## src/rtl/pipeline_pkg.sv

```systemverilog
// pipeline_pkg: shared state encoding and default latencies for the hazard controller
package pipeline_pkg;

    typedef enum logic {
        IDLE    = 1'b0,
        MD_BUSY = 1'b1
    } md_state_e;

    localparam int MULT_LAT_DEF = 4;
    localparam int DIV_LAT_DEF  = 32;

endpackage

```

## src/rtl/md_occupancy.sv

```systemverilog
// md_occupancy: tracks mult/div unit occupancy with a latency counter
module md_occupancy
    import pipeline_pkg::*;
#(
    parameter int MULT_LAT = MULT_LAT_DEF,
    parameter int DIV_LAT  = DIV_LAT_DEF,
    parameter int CNT_W    = 6
) (
    input  logic clk,
    input  logic rst,
    input  logic start,
    input  logic is_div,
    output logic busy,
    output logic done,
    output logic err_overlap
);

    md_state_e        state, state_nxt;
    logic [CNT_W-1:0] cnt, cnt_nxt;

    // Next state/count; a start while busy (including the done cycle) is ignored
    always_comb begin
        busy      = state == MD_BUSY;
        done      = busy && cnt == CNT_W'(1);
        state_nxt = state;
        cnt_nxt   = cnt;
        if (!busy && start) begin
            state_nxt = MD_BUSY;
            cnt_nxt   = is_div ? CNT_W'(DIV_LAT) : CNT_W'(MULT_LAT);
        end else if (busy) begin
            cnt_nxt   = cnt - CNT_W'(1);
            state_nxt = done ? IDLE : MD_BUSY;
        end
    end

    // State, counter and sticky overlap error; reset aborts any operation in flight
    always_ff @(posedge clk or negedge rst) begin
        if (!rst) begin
            state       <= IDLE;
            cnt         <= '0;
            err_overlap <= 1'b0;
        end else begin
            state <= state_nxt;
            cnt   <= cnt_nxt;
            if (busy && start) err_overlap <= 1'b1;
        end
    end

endmodule

```

## src/rtl/hazard_ctrl.sv

```systemverilog
// hazard_ctrl: load-use / mult-div hazard detection and redirect squash controls
module hazard_ctrl
    import pipeline_pkg::*;
#(
    parameter int MULT_LAT = MULT_LAT_DEF,
    parameter int DIV_LAT  = DIV_LAT_DEF,
    parameter int CNT_W    = 6
) (
    input  logic        clk,
    input  logic        rst,
    input  logic [4:0]  IDRs,
    input  logic [4:0]  IDRt,
    input  logic        IDUsesRs,
    input  logic        IDUsesRt,
    input  logic        IDMdDep,
    input  logic        IDEXMemRead,
    input  logic [4:0]  IDEXRegRd,
    input  logic        ExRedirect,
    input  logic        MdStart,
    input  logic        MdIsDiv,
    output logic        PCStall,
    output logic        IFIDStall,
    output logic        IFIDFlush,
    output logic        IDEXStall,
    output logic        IDEXFlush,
    output logic        MdBusy,
    output logic        MdDone,
    output logic        ErrOverlap,
    output logic [31:0] StallCycles
);

    logic lu, mh, hz;

    md_occupancy #(
        .MULT_LAT(MULT_LAT),
        .DIV_LAT (DIV_LAT),
        .CNT_W   (CNT_W)
    ) u_md (
        .clk        (clk),
        .rst        (rst),
        .start      (MdStart),
        .is_div     (MdIsDiv),
        .busy       (MdBusy),
        .done       (MdDone),
        .err_overlap(ErrOverlap)
    );

    // Hazard detection and priority; a redirect wins because ID holds a wrong-path instruction
    always_comb begin
        lu = IDEXMemRead && IDEXRegRd != 5'd0 &&
             ((IDUsesRs && IDRs == IDEXRegRd) || (IDUsesRt && IDRt == IDEXRegRd));
        mh        = MdBusy && IDMdDep;
        hz        = rst && (lu || mh);
        IFIDFlush = rst && ExRedirect;
        PCStall   = hz && !ExRedirect;
        IFIDStall = hz && !ExRedirect;
        IDEXFlush = IFIDFlush || hz;
        IDEXStall = 1'b0;
    end

    // Saturating count of stalled cycles
    always_ff @(posedge clk or negedge rst) begin
        if (!rst) StallCycles <= '0;
        else if (PCStall && StallCycles != 32'hFFFF_FFFF) StallCycles <= StallCycles + 32'd1;
    end

endmodule
```

## config.mk

```make
export PLATFORM = sky130hd
export DESIGN_NAME = hazard_ctrl
export DESIGN_NICKNAME = d
export VERILOG_FILES = /design/src/rtl/pipeline_pkg.sv /design/src/rtl/md_occupancy.sv /design/src/rtl/hazard_ctrl.sv
export SDC_FILE = /design/constraint.sdc
export NUM_CORES = 1
export LEC_CHECK = 0
export CORE_MARGIN = 2
export CORE_UTILIZATION = 25
export DETAILED_ROUTE_END_ITERATION = 8
export HOLD_SLACK_MARGIN = 0.12
export PLACE_DENSITY = 0.57
export SYNTH_ARGS = -nofsm -noshare
export SYNTH_HDL_FRONTEND = slang
export SYNTH_SLANG_ARGS = --single-unit
```

## constraint.sdc

```tcl
create_clock -name clk -period 5.3 [get_ports clk]
set_input_delay 0.53 -clock clk [delete_from_list [all_inputs] [get_ports clk]]
set_output_delay 0.53 -clock clk [all_outputs]
set_load 0.05 [all_outputs]
```

==> summary.md, run 1 <==
| Metric | Value |
|---|---|
| Status | finished, final reports clean |
| Fin Setup TNS | 0 ps |
| Final Max Slew Viols | 0 |
| PwrDens | 311 nW/um2 |
| Vias post-DR | 1,878 |
| Clk root buf | clkbuf_8 |
| Fillcell total | 953 |
| I/O Buffers | 62 |
| Crit Path Max Fanout | 23 |
| Vias per Instance | 4.70 |
| Unrepaired setup endpoints after global routing | no |
| Post-CTS Setup Bufs | 0 |
| Routability cong. | 0.763 |
| Initial antenna violation count | 0 |
| Number of synthesized register bits | 40 |
| Rows | 35 |
| Die ar. | 10,000 um2 |
| Final-report hold violation count | 0 |
| Skew final | 7.74 ps |
| Starting Density | 25.4% |
| Critical Path RT | 4770 ps |
| Comb pwr share | 30.6% |
| Seq pwr share | 42.1% |
| Drt wl/cell | 13.6 um |
| H-tree Lvls | 2 |
| Synthesis warning total | 0 |
| Nets | 315 |
| Synth cell types | 48 |
| Area growth syn-to-layout | 36.8% |
| WS Path Type | input pin to output pin |
| Max-slew headroom | 62.1% |
| Minimum clock period | 3440 ps |
| Final worst setup slack | 1860 ps |
| CTS tree | yes |
| Largest net degree at the start of global routing | 45 |
| Pre-CTS setup slack | 1870 ps |
| Die height | 100 um |
| Die X | 100 um |
| Leak | 0.00134 uW |
| Multi-input logic area | 1240 um2 |
| Fin crit share | 64.9% |
| DR DRC count | 0 |
| Classification of the worst-slack hold path | input pin to asynchronous set/reset pin |
| Clock power frac | 27.4% |
| Placed Cells | 392 |
| Internal Power | 632 uW |
| Least-Margin Pin Slew | 569 ps |
| FF/Latch Area | 1000 um2 |
| Pre-antenna DRT Iters | 4 |
| Area of the mapped netlist | 2310 um2 |
| Tot GR Track Use | 11.3% |
| Mapped Nets | 251 |
| Startpoint Class | input pin |
| Initial DRC count | 73 |
| Crit path arrival time | 2910 ps |
| Sw power | 351 uW |
| Net Sw Frac | 35.7% |
| Clock slew at reported path FFs | 80 ps |
| Total clock sinks | 40 |
| Total core area | 9110 um2 |
| Ant diodes | 0 |
| Cts bufs inserted | 5 |
| Clock Path Buffers | 2 |
| Fmax achieved | 291 MHz |
| Final wirelength | 5450 um |
| Async set-or-reset flop fraction in the synthesized netlist | 100% |
| Post-Syn Instances | 224 |
| Resized cells post-CTS | 0 |
| Post-synth EDFFs | 0 |
| Syn avg cell area | 10.3 um2 |
| Share of cells above drive strength 1 | 11.1% |
| # setup viols final | 0 |
| First-pass GRT wire length | 9040 um |
| Max-cap viol count | 0 |
| Finished Layout Cells | 400 |
| I/O pins | 64 |
| HPWL Detailed | 3970 um |
| GRT overflow | 0 |
| Vias in the first global route | 1,809 |
| Worst Reg2Reg Path Length in Cells | 6 |
| Register area share after synthesis | 43.3% |
| Clock latency on the worst-skew pair | 300 ps |
| Antenna-violating nets left | 0 |
| Post-synth top flop | dfrtp_1 |
| Critical Path End Type | output pin |
| Peak supply drop | 0.000235 V |
| Cts hold-fix bufs | 0 |
power groups by stage:
stage,clock (uW),combinational (uW),sequential (uW)
CTS,279,304,413
detailed placement,0,302,418
global route,296,326,424
global placement,0,298,419
finish,269,300,414
floorplan,0,143,470
state kept, by name, indices dropped and copies added (netlist names):
| name | flops |
|---|---|
| StallCycles | 32 |
| u_md.err_overlap | 1 |
| u_md.cnt | 6 |
| u_md.busy | 1 |
path summary, 6_finish.rpt:
check / from / endpoint / slack, ps
setup / recovery: IDEXRegRd[2] / IFIDStall / 1860
hold / removal: rst / StallCycles[18] / 310
setup reg to reg: StallCycles[16] / StallCycles[1] / 3340
hold reg to reg: u_md.err_overlap / u_md.err_overlap / 460
max in group asynchronous: rst / StallCycles[12] / 4600
min in group clk: u_md.err_overlap / u_md.err_overlap / 460
cell families after synthesis:
group / count (synthesis) / share of synthesized area (%)
AOI/OAI and AO/OA: 13 / 4.23
xor gates and xnor gates: 43 / 16.3
adders and majority gates: 3 / 1.63
buffers and inverters: 14 / 3.09
DFF: 40 / 43.3
muxes: 3 / 1.57
other: 1 / 0.162
and+or+nand+nor: 107 / 29.7
cell usage after synthesis (2+ instances only):
cell      count  area (um2)
and2_1        3        18.8
nand2_1      17        63.8
xnor2_1      21         184
inv_1         5        18.8
nand3_1      18        90.1
o21ai_0       3        15.0
nand2b_1      2        12.5
nor3_1       17        85.1
buf_4         2        15.0
and4_1        4        35.0
nor2_1        9        33.8
clkbuf_1      2        7.51
or3_1         2        12.5
buf_2         3        15.0
ha_1          3        37.5
dfrtp_1      40        1000
nand4_1      12        75.1
and3_1        4        25.0
xor2_1       22         193
nor4_4        2        42.5
nor4_2        6        75.1
area by class of cell:
type,count,area share (%)
multi-input cells,170,39.2
flip-flops and latches,40,31.7
repair buffers,65,20.2
well taps,111,4.40
clock buffers,6,2.61
clock inverters,2,1.23
inverters,6,0.713
cell usage in the layout, fill, tap and decap left out, types with 3 or more instances in the layout:
master	Yosys	final
nand2_1	17	17
nand3_1	18	18
inv_1	5	5
nor2_1	9	9
nor4_2	6	6
xor2_1	22	22
and2_1	3	3
and4_1	4	4
nor3_1	17	17
clkdlybuf4s50_1	0	61
and3_1	4	4
ha_1	3	3
clkbuf_8	0	6
buf_4	2	3
dfrtp_1	40	40
o21ai_0	3	3
xnor2_1	21	21
nand4_1	12	12
metal layers:
layer / share of wire (%) / vias to the layer above / track usage (%)
li1: - / 923 / -
met1: 47 / 901 / 15.8
met2: 46 / 48 / 17.1
met3: 4.9 / 6 / 2.65
met4: 1.3 / 0 / 3.79
met5: 0 / - / 0
worst max-delay path, stage by stage:
cell             delay, ps
clkdlybuf4s50_1        530
xnor2_1                140
nand4_1                130
o22ai_2                220
a21oi_2                 70
buf_4                  230
inv_2                  210
clkdlybuf4s50_1        840
stage by stage:
stage | util (%) | hold slack, ps | total power [uW] | cell area [um2]
4_1_cts | 34.7 | 330 | 997 | 3160
3_3_place_gp | 33.4 | 444 | 716 | 3040
3_5_place_dp | 33.4 | 444 | 721 | 3040
2_1_floorplan | - | 234 | 614 | 2310
6_report | 34.7 | 311 | 983 | 3160
5_1_grt | 34.7 | 348 | 1050 | 3160
No activity file was read; power rests on OpenSTA's default activity.
==> inputs of run 2 (changes only) <==
==> constraint.sdc (replaced) <==
create_clock -name clk -period 3.3 [get_ports clk]
set_input_delay 0.33 -clock clk [delete_from_list [all_inputs] [get_ports clk]]
set_output_delay 0.33 -clock clk [all_outputs]
set_load 0.05 [all_outputs]
==> summary.md, run 2 (same netlist as run 1, synthesis figures left out) <==
| Metric | Value |
|---|---|
| RR Startpoint | StallCycles[16] (unchanged) |
| PwrDens | 465 nW/um2 (was 311 nW/um2) |
| Initial antenna violation count | 0 (unchanged) |
| Fin Setup TNS | 0 ps (unchanged) |
| Slowest cell on the critical path | clkdlybuf4s50_1 (unchanged) |
| Rows | 35 (unchanged) |
| Top Registers | StallCycles (32), u_md.cnt (6) (unchanged) |
| Unrepaired setup endpoints after global routing | no (unchanged) |
| Total clock sinks | 40 (unchanged) |
| Fin crit share | 83.2% |
| HPWL Detailed | 4050 um (was 3970 um) |
| Ant diodes | 0 (unchanged) |
| Area growth syn-to-layout | 35.9% (was 36.8%) |
| CTS tree | yes (unchanged) |
| Routability cong. | 0.779 (was 0.763) |
| Final wirelength | 5370 um (was 5450 um) |
| Cell mode on critical path | clkdlybuf4s50_1 (unchanged) |
| Status | finished, final reports clean (unchanged) |
| Most common cell after layout, fill and taps aside | clkdlybuf4s50_1 (unchanged) |
| Fmax achieved | 364 MHz |
| Post-Layout Inst Area | 3140 um2 (was 3160 um2) |
| # setup viols final | 0 (unchanged) |
| Final-report hold violation count | 0 (unchanged) |
| Nets | 318 (was 315) |
| DR DRC count | 0 (unchanged) |
| Clock Path Buffers | 2 (unchanged) |
| Least-Margin Pin Slew | 539 ps (was 569 ps) |
| Largest net degree at the start of global routing | 36 (was 45) |
| Minimum clock period | 2750 ps |
| Skew final | 7.25 ps (was 7.74 ps) |
| H-tree Lvls | 2 (unchanged) |
| Clk root buf | clkbuf_8 (unchanged) |
| Peak supply drop | 0.000327 V (was 0.000235 V) |
| Clock slew at reported path FFs | 80 ps (about the same) |
| Initial DRC count | 67 (was 73) |
| Vias in the first global route | 1,876 (was 1,809) |
| Die X | 100 um (unchanged) |
| WHS | 450 ps (was 311 ps) |
| Number of flip-flops in the largest register | 32 (unchanged) |
| Clock latency on the worst-skew pair | 290 ps (was 300 ps) |
| Pre-antenna DRT Iters | 4 (unchanged) |
| WS Path Type | input pin to output pin (unchanged) |
| Critical Path RT | 2970 ps (was 4770 ps) |
| Share of cells above drive strength 1 | 12.0% (was 11.1%) |
| Startpoint Class | input pin (unchanged) |
| Max-cap viol count | 0 (unchanged) |
| Slowest Stage Delay on Critical Path | 800 ps (was 840 ps) |
| Post-DP Area | 3050 um2 (was 3040 um2) |
| Cell family with most CP delay | buffers and inverters (unchanged) |
| R2R setup slack | 1410 ps (was 3340 ps) |
| Most frequent cells in the layout | clkdlybuf4s50_1, dfrtp_1, xor2_1 (unchanged) |
| Die ar. | 10,000 um2 (unchanged) |
| Worst Reg2Reg Path Length in Cells | 6 (unchanged) |
| R2r endpoint | StallCycles[1] (unchanged) |
| Final Max Slew Viols | 0 (unchanged) |
| Post-CTS Setup Bufs | 0 (unchanged) |
| I/O Buffers | 62 (unchanged) |
| First-pass GRT wire length | 9050 um (was 9040 um) |
| Leak | 0.00134 uW (about the same) |
| Critical Path End Type | output pin (unchanged) |
| Drt wl/cell | 13.4 um (was 13.6 um) |
| Crit Path Max Fanout | 3 (was 23) |
| Layout Utilization | 34.5% (was 34.7%) |
| Vias post-DR | 1,897 (was 1,878) |
| Classification of the worst-slack hold path | input pin to asynchronous set/reset pin (unchanged) |
| Largest Register | StallCycles (unchanged) |
| Final worst setup slack | 553 ps (was 1860 ps) |
| Max-slew headroom | 64.0% (was 62.1%) |
| Tot GR Track Use | 11.3% (about the same) |
| WP buf/inv | 2 (was 4) |
| I/O pins | 64 (unchanged) |
| Cts bufs inserted | 5 (unchanged) |
| Pre-CTS setup slack | 537 ps (was 1870 ps) |
| Critical-path cell list | clkdlybuf4s50_1 > xnor2_1 > nand4_1 > o22ai_2 > a32o_1 > o21a_1 > clkdlybuf4s50_1 (was clkdlybuf4s50_1 > xnor2_1 > nand4_1 > o22ai_2 > a21oi_2 > buf_4 > inv_2 > clkdlybuf4s50_1) |
| GRT overflow | 0 (unchanged) |
| Fillcell total | 956 (was 953) |
| Antenna-violating nets left | 0 (unchanged) |
| FF/Latch Area | 1000 um2 (unchanged) |
| Vias per Instance | 4.72 (was 4.70) |
| Die height | 100 um (unchanged) |
| Total core area | 9110 um2 (unchanged) |
| Starting Density | 25.4% (unchanged) |
| Multi-input logic area | 1240 um2 (unchanged) |
| Crit path arrival time | 2420 ps (was 2910 ps) |
==> run 2: cell types whose count changed in the layout (fill, tap and decap cells not counted), sizes merged <==
| cell | before | now |
|---|---|---|
| bufinv | 1 | 0 |
| buf | 4 | 8 |
| dlygate4sd3 | 0 | 1 |
| clkbuf | 6 | 5 |
| clkdlybuf4s50 | 61 | 59 |
| clkinvlp | 0 | 1 |
==> run 2: worst max-delay path by stage <==
stage                     slack, ps    startpoint         to  depth (start not counted)
after detailed placement        540  IDEXRegRd[3]  IDEXFlush                          7
after floorplan                 800     u_md.busy     MdDone                          3
final                           550  IDEXRegRd[1]  IDEXFlush                          7
after global placement          550  IDEXRegRd[2]  IDEXFlush                          7
after global routing            450  IDEXRegRd[3]  IDEXFlush                          7
after CTS                       530  IDEXRegRd[3]  IDEXFlush                          7
==> run 2: routing by layer <==
layer  vias up  part of all wire [%]  track usage (%)
li1        929                     -                -
met1       908                    48             15.6
met2        56                    45             17.4
met3         4                   5.3             2.58
met4         0                   1.1             3.79
met5         -                     0                0
==> run 2: worst register-to-register path: cells and delay by family (launching register included) <==
kind                   cells  cell delay [ps]
AND/OR/NAND/NOR            4              770
buffers and inverters      1              260
flip-flops                 1              460
multiplexers               1              290
==> run 2: where the power goes <==
group / switching [uW] / internal (uW)
registers: 105 / 561
clock network: 168 / 143
logic: 274 / 209
==> run 2: cell type report <==
type / instances / share of cell area (%)
clock buffer: 5 / 2.19
clock inverter: 2 / 0.399
inverter: 6 / 0.717
multi-input combinational: 170 / 39.4
sequential: 40 / 31.9
tap: 111 / 4.42
timing repair buffer: 68 / 21.0
==> run 2: what timing repair did <==
item	CTS	global route
setup endpoints to repair	0	0
hold buffers	1	0
resized for setup	0	0
hold endpoints to repair	5	0
==> run 2: through the flow <==
step,total power (uW),instances
finish,1460,402
global route,1550,402
CTS,1490,402
detailed placement,1160,394
global placement,1150,394
floorplan,985,224
==> inputs of run 3 (changes only) <==
==> constraint.sdc (replaced) <==
create_clock -name clk -period 2.68 [get_ports clk]
set_input_delay 0.268 -clock clk [delete_from_list [all_inputs] [get_ports clk]]
set_output_delay 0.268 -clock clk [all_outputs]
set_load 0.05 [all_outputs]
==> summary.md, run 3 (same netlist as run 1, synthesis figures left out) <==
| Metric | Value |
|---|---|
| Fmax achieved | 397 MHz |
| Largest net degree at the start of global routing | 36 (unchanged) |
| Fillcell total | 927 (was 956) |
| Clock slew at reported path FFs | 80 ps (about the same) |
| DR DRC count | 0 (unchanged) |
| WS Path Type | flip-flop to output pin (was input pin to output pin) |
| I/O pins | 64 (unchanged) |
| I/O Buffers | 62 (unchanged) |
| Most common cell after layout, fill and taps aside | clkdlybuf4s50_1 (unchanged) |
| R2R setup slack | 600 ps (was 1410 ps) |
| Initial antenna violation count | 0 (unchanged) |
| Total clock sinks | 40 (unchanged) |
| Clk root buf | clkbuf_8 (unchanged) |
| FF/Latch Area | 1000 um2 (unchanged) |
| Crit Path Max Fanout | 5 (was 3) |
| Drt wl/cell | 13.6 um (was 13.4 um) |
| Vias per Instance | 4.78 (was 4.72) |
| Pre-antenna DRT Iters | 4 (unchanged) |
| Crit path arrival time | 2250 ps (was 2420 ps) |
| Area growth syn-to-layout | 38.4% (was 35.9%) |
| First-pass GRT wire length | 9350 um (was 9050 um) |
| Status | finished, final reports clean (unchanged) |
| Final Max Slew Viols | 0 (unchanged) |
| Resized cells post-CTS | 0 (unchanged) |
| Final Power | 1960 uW (was 1460 uW) |
| Final wirelength | 5510 um (was 5370 um) |
| Final-report hold violation count | 0 (unchanged) |
| Skew final | 6.62 ps (was 7.25 ps) |
| Multi-input logic area | 1240 um2 (unchanged) |
| Share of cells above drive strength 1 | 13.0% (was 12.0%) |
| Rows | 35 (unchanged) |
| Total core area | 9110 um2 (unchanged) |
| Ant diodes | 0 (unchanged) |
| Tot GR Track Use | 11.6% (was 11.3%) |
| Worst Reg2Reg Path Length in Cells | 7 (was 6) |
| GRT overflow | 0 (unchanged) |
| Startpoint Class | flip-flop (was input pin) |
| Max-cap viol count | 0 (unchanged) |
| Largest Register | StallCycles (unchanged) |
| H-tree Lvls | 2 (unchanged) |
| Die X | 100 um (unchanged) |
| Clock latency on the worst-skew pair | 290 ps (about the same) |
| Minimum clock period | 2520 ps |
| Sw power | 698 uW (was 548 uW) |
| Cts bufs inserted | 5 (unchanged) |
| Leak | 0.00137 uW (was 0.00134 uW) |
| Least-Margin Pin Slew | 559 ps (was 539 ps) |
| Classification of the worst-slack hold path | input pin to asynchronous set/reset pin (unchanged) |
| Nets | 319 (was 318) |
| Fin Setup TNS | 0 ps (unchanged) |
| Clock Path Buffers | 2 (unchanged) |
| Unrepaired setup endpoints after global routing | no (unchanged) |
| Post-CTS Setup Bufs | 0 (unchanged) |
| RR Startpoint | StallCycles[0] (was StallCycles[16]) |
| Layout Utilization | 35.1% (was 34.5%) |
| Internal Power | 1260 uW (was 913 uW) |
| # setup viols final | 0 (unchanged) |
| CTS tree | yes (unchanged) |
| Clock power frac | 27.0% (was 21.3%) |
| Vias in the first global route | 1,932 (was 1,876) |
| HPWL Detailed | 4200 um (was 4050 um) |
| Seq pwr share | 41.2% (was 45.6%) |
| Top Registers | StallCycles (32), u_md.cnt (6) (unchanged) |
| Routability cong. | 0.802 (was 0.779) |
| R2r endpoint | StallCycles[31] (was StallCycles[1]) |
| Die ar. | 10,000 um2 (unchanged) |
| Critical Path End Type | output pin (unchanged) |
| Vias post-DR | 1,930 (was 1,897) |
| Max-slew headroom | 62.6% (was 64.0%) |
| Starting Density | 25.4% (unchanged) |
| Net Sw Frac | 35.6% (was 37.5%) |
| Fin crit share | 94.0% |
| PwrDens | 613 nW/um2 (was 465 nW/um2) |
| Cts hold-fix bufs | 1 (unchanged) |
| Most frequent cells in the layout | clkdlybuf4s50_1, dfrtp_1, xor2_1 (unchanged) |
| Antenna-violating nets left | 0 (unchanged) |
| Die height | 100 um (unchanged) |
| Initial DRC count | 69 (was 67) |
| Number of flip-flops in the largest register | 32 (unchanged) |
| Peak supply drop | 0.000430 V (was 0.000327 V) |
| Comb pwr share | 31.8% (was 33.1%) |
| Critical Path RT | 2410 ps (was 2970 ps) |
[run 3: cell count changes in the layout (fill, tap and decap cells not counted)]
cell and delta:
buf_4 +1, clkinv_2 -1, buf_12 +1, clkdlybuf4s50_1 -1, clkbuf_8 +1, bufinv_16 +1
clkinv_4 +1, clkinvlp_4 -1
[run 3: power by group through the flow]
stage | Combinational [uW] | Sequential [uW] | Clock (uW)
after floorplan | 283 | 930 | 0
after global placement | 614 | 813 | 0
after detailed placement | 624 | 814 | 0
after CTS | 630 | 807 | 546
after global routing | 685 | 823 | 569
final | 623 | 808 | 528
[run 3: final cells by class]
class                           count  share of cell area, %
Multi-Input combinational cell    170                   38.7
Inverter                            6                  0.705
Timing Repair Buffer               69                   21.1
Clock inverter                      2                   1.21
Sequential cell                    40                   31.3
Clock buffer                        6                   2.58
Tap cell                          111                   4.34
[run 3: worst max-delay path by stage]
stage | start | to | slack (ps)
floorplan | u_md.busy | u_md.busy | 230
global placement | IDEXRegRd[2] | StallCycles[19] | 490
detailed placement | IDEXRegRd[1] | StallCycles[19] | 420
CTS | u_md.cnt[2] | MdDone | 140
global route | u_md.cnt[2] | MdDone | 70
finish | u_md.cnt[2] | MdDone | 160
[run 3: metal layers]
metal	track usage, %	wire [um]	share of wire [%]
met2	18.5	2570	47
met5	0	0	0
met3	2.51	281	5.1
met1	15.5	2550	46
met4	4.11	103	1.9
[run 3: worst max-delay path, cell delays in order (launching register included)]
cell             delay [ps]
dfrtp_1                 430
or3_1                   400
nor3_1                  280
clkdlybuf4s50_1         860
[run 3: stage by stage]
step           instance area, um2  setup WS [ps]  std cells  hold WS (ps)
3_3_place_gp                 3070            486        395           128
2_1_floorplan                2310            228        224         -27.6
4_1_cts                      3200            141        404           388
5_1_grt                      3200           74.5        404           408
6_report                     3200            160        404           387
3_5_place_dp                 3070            417        395           133
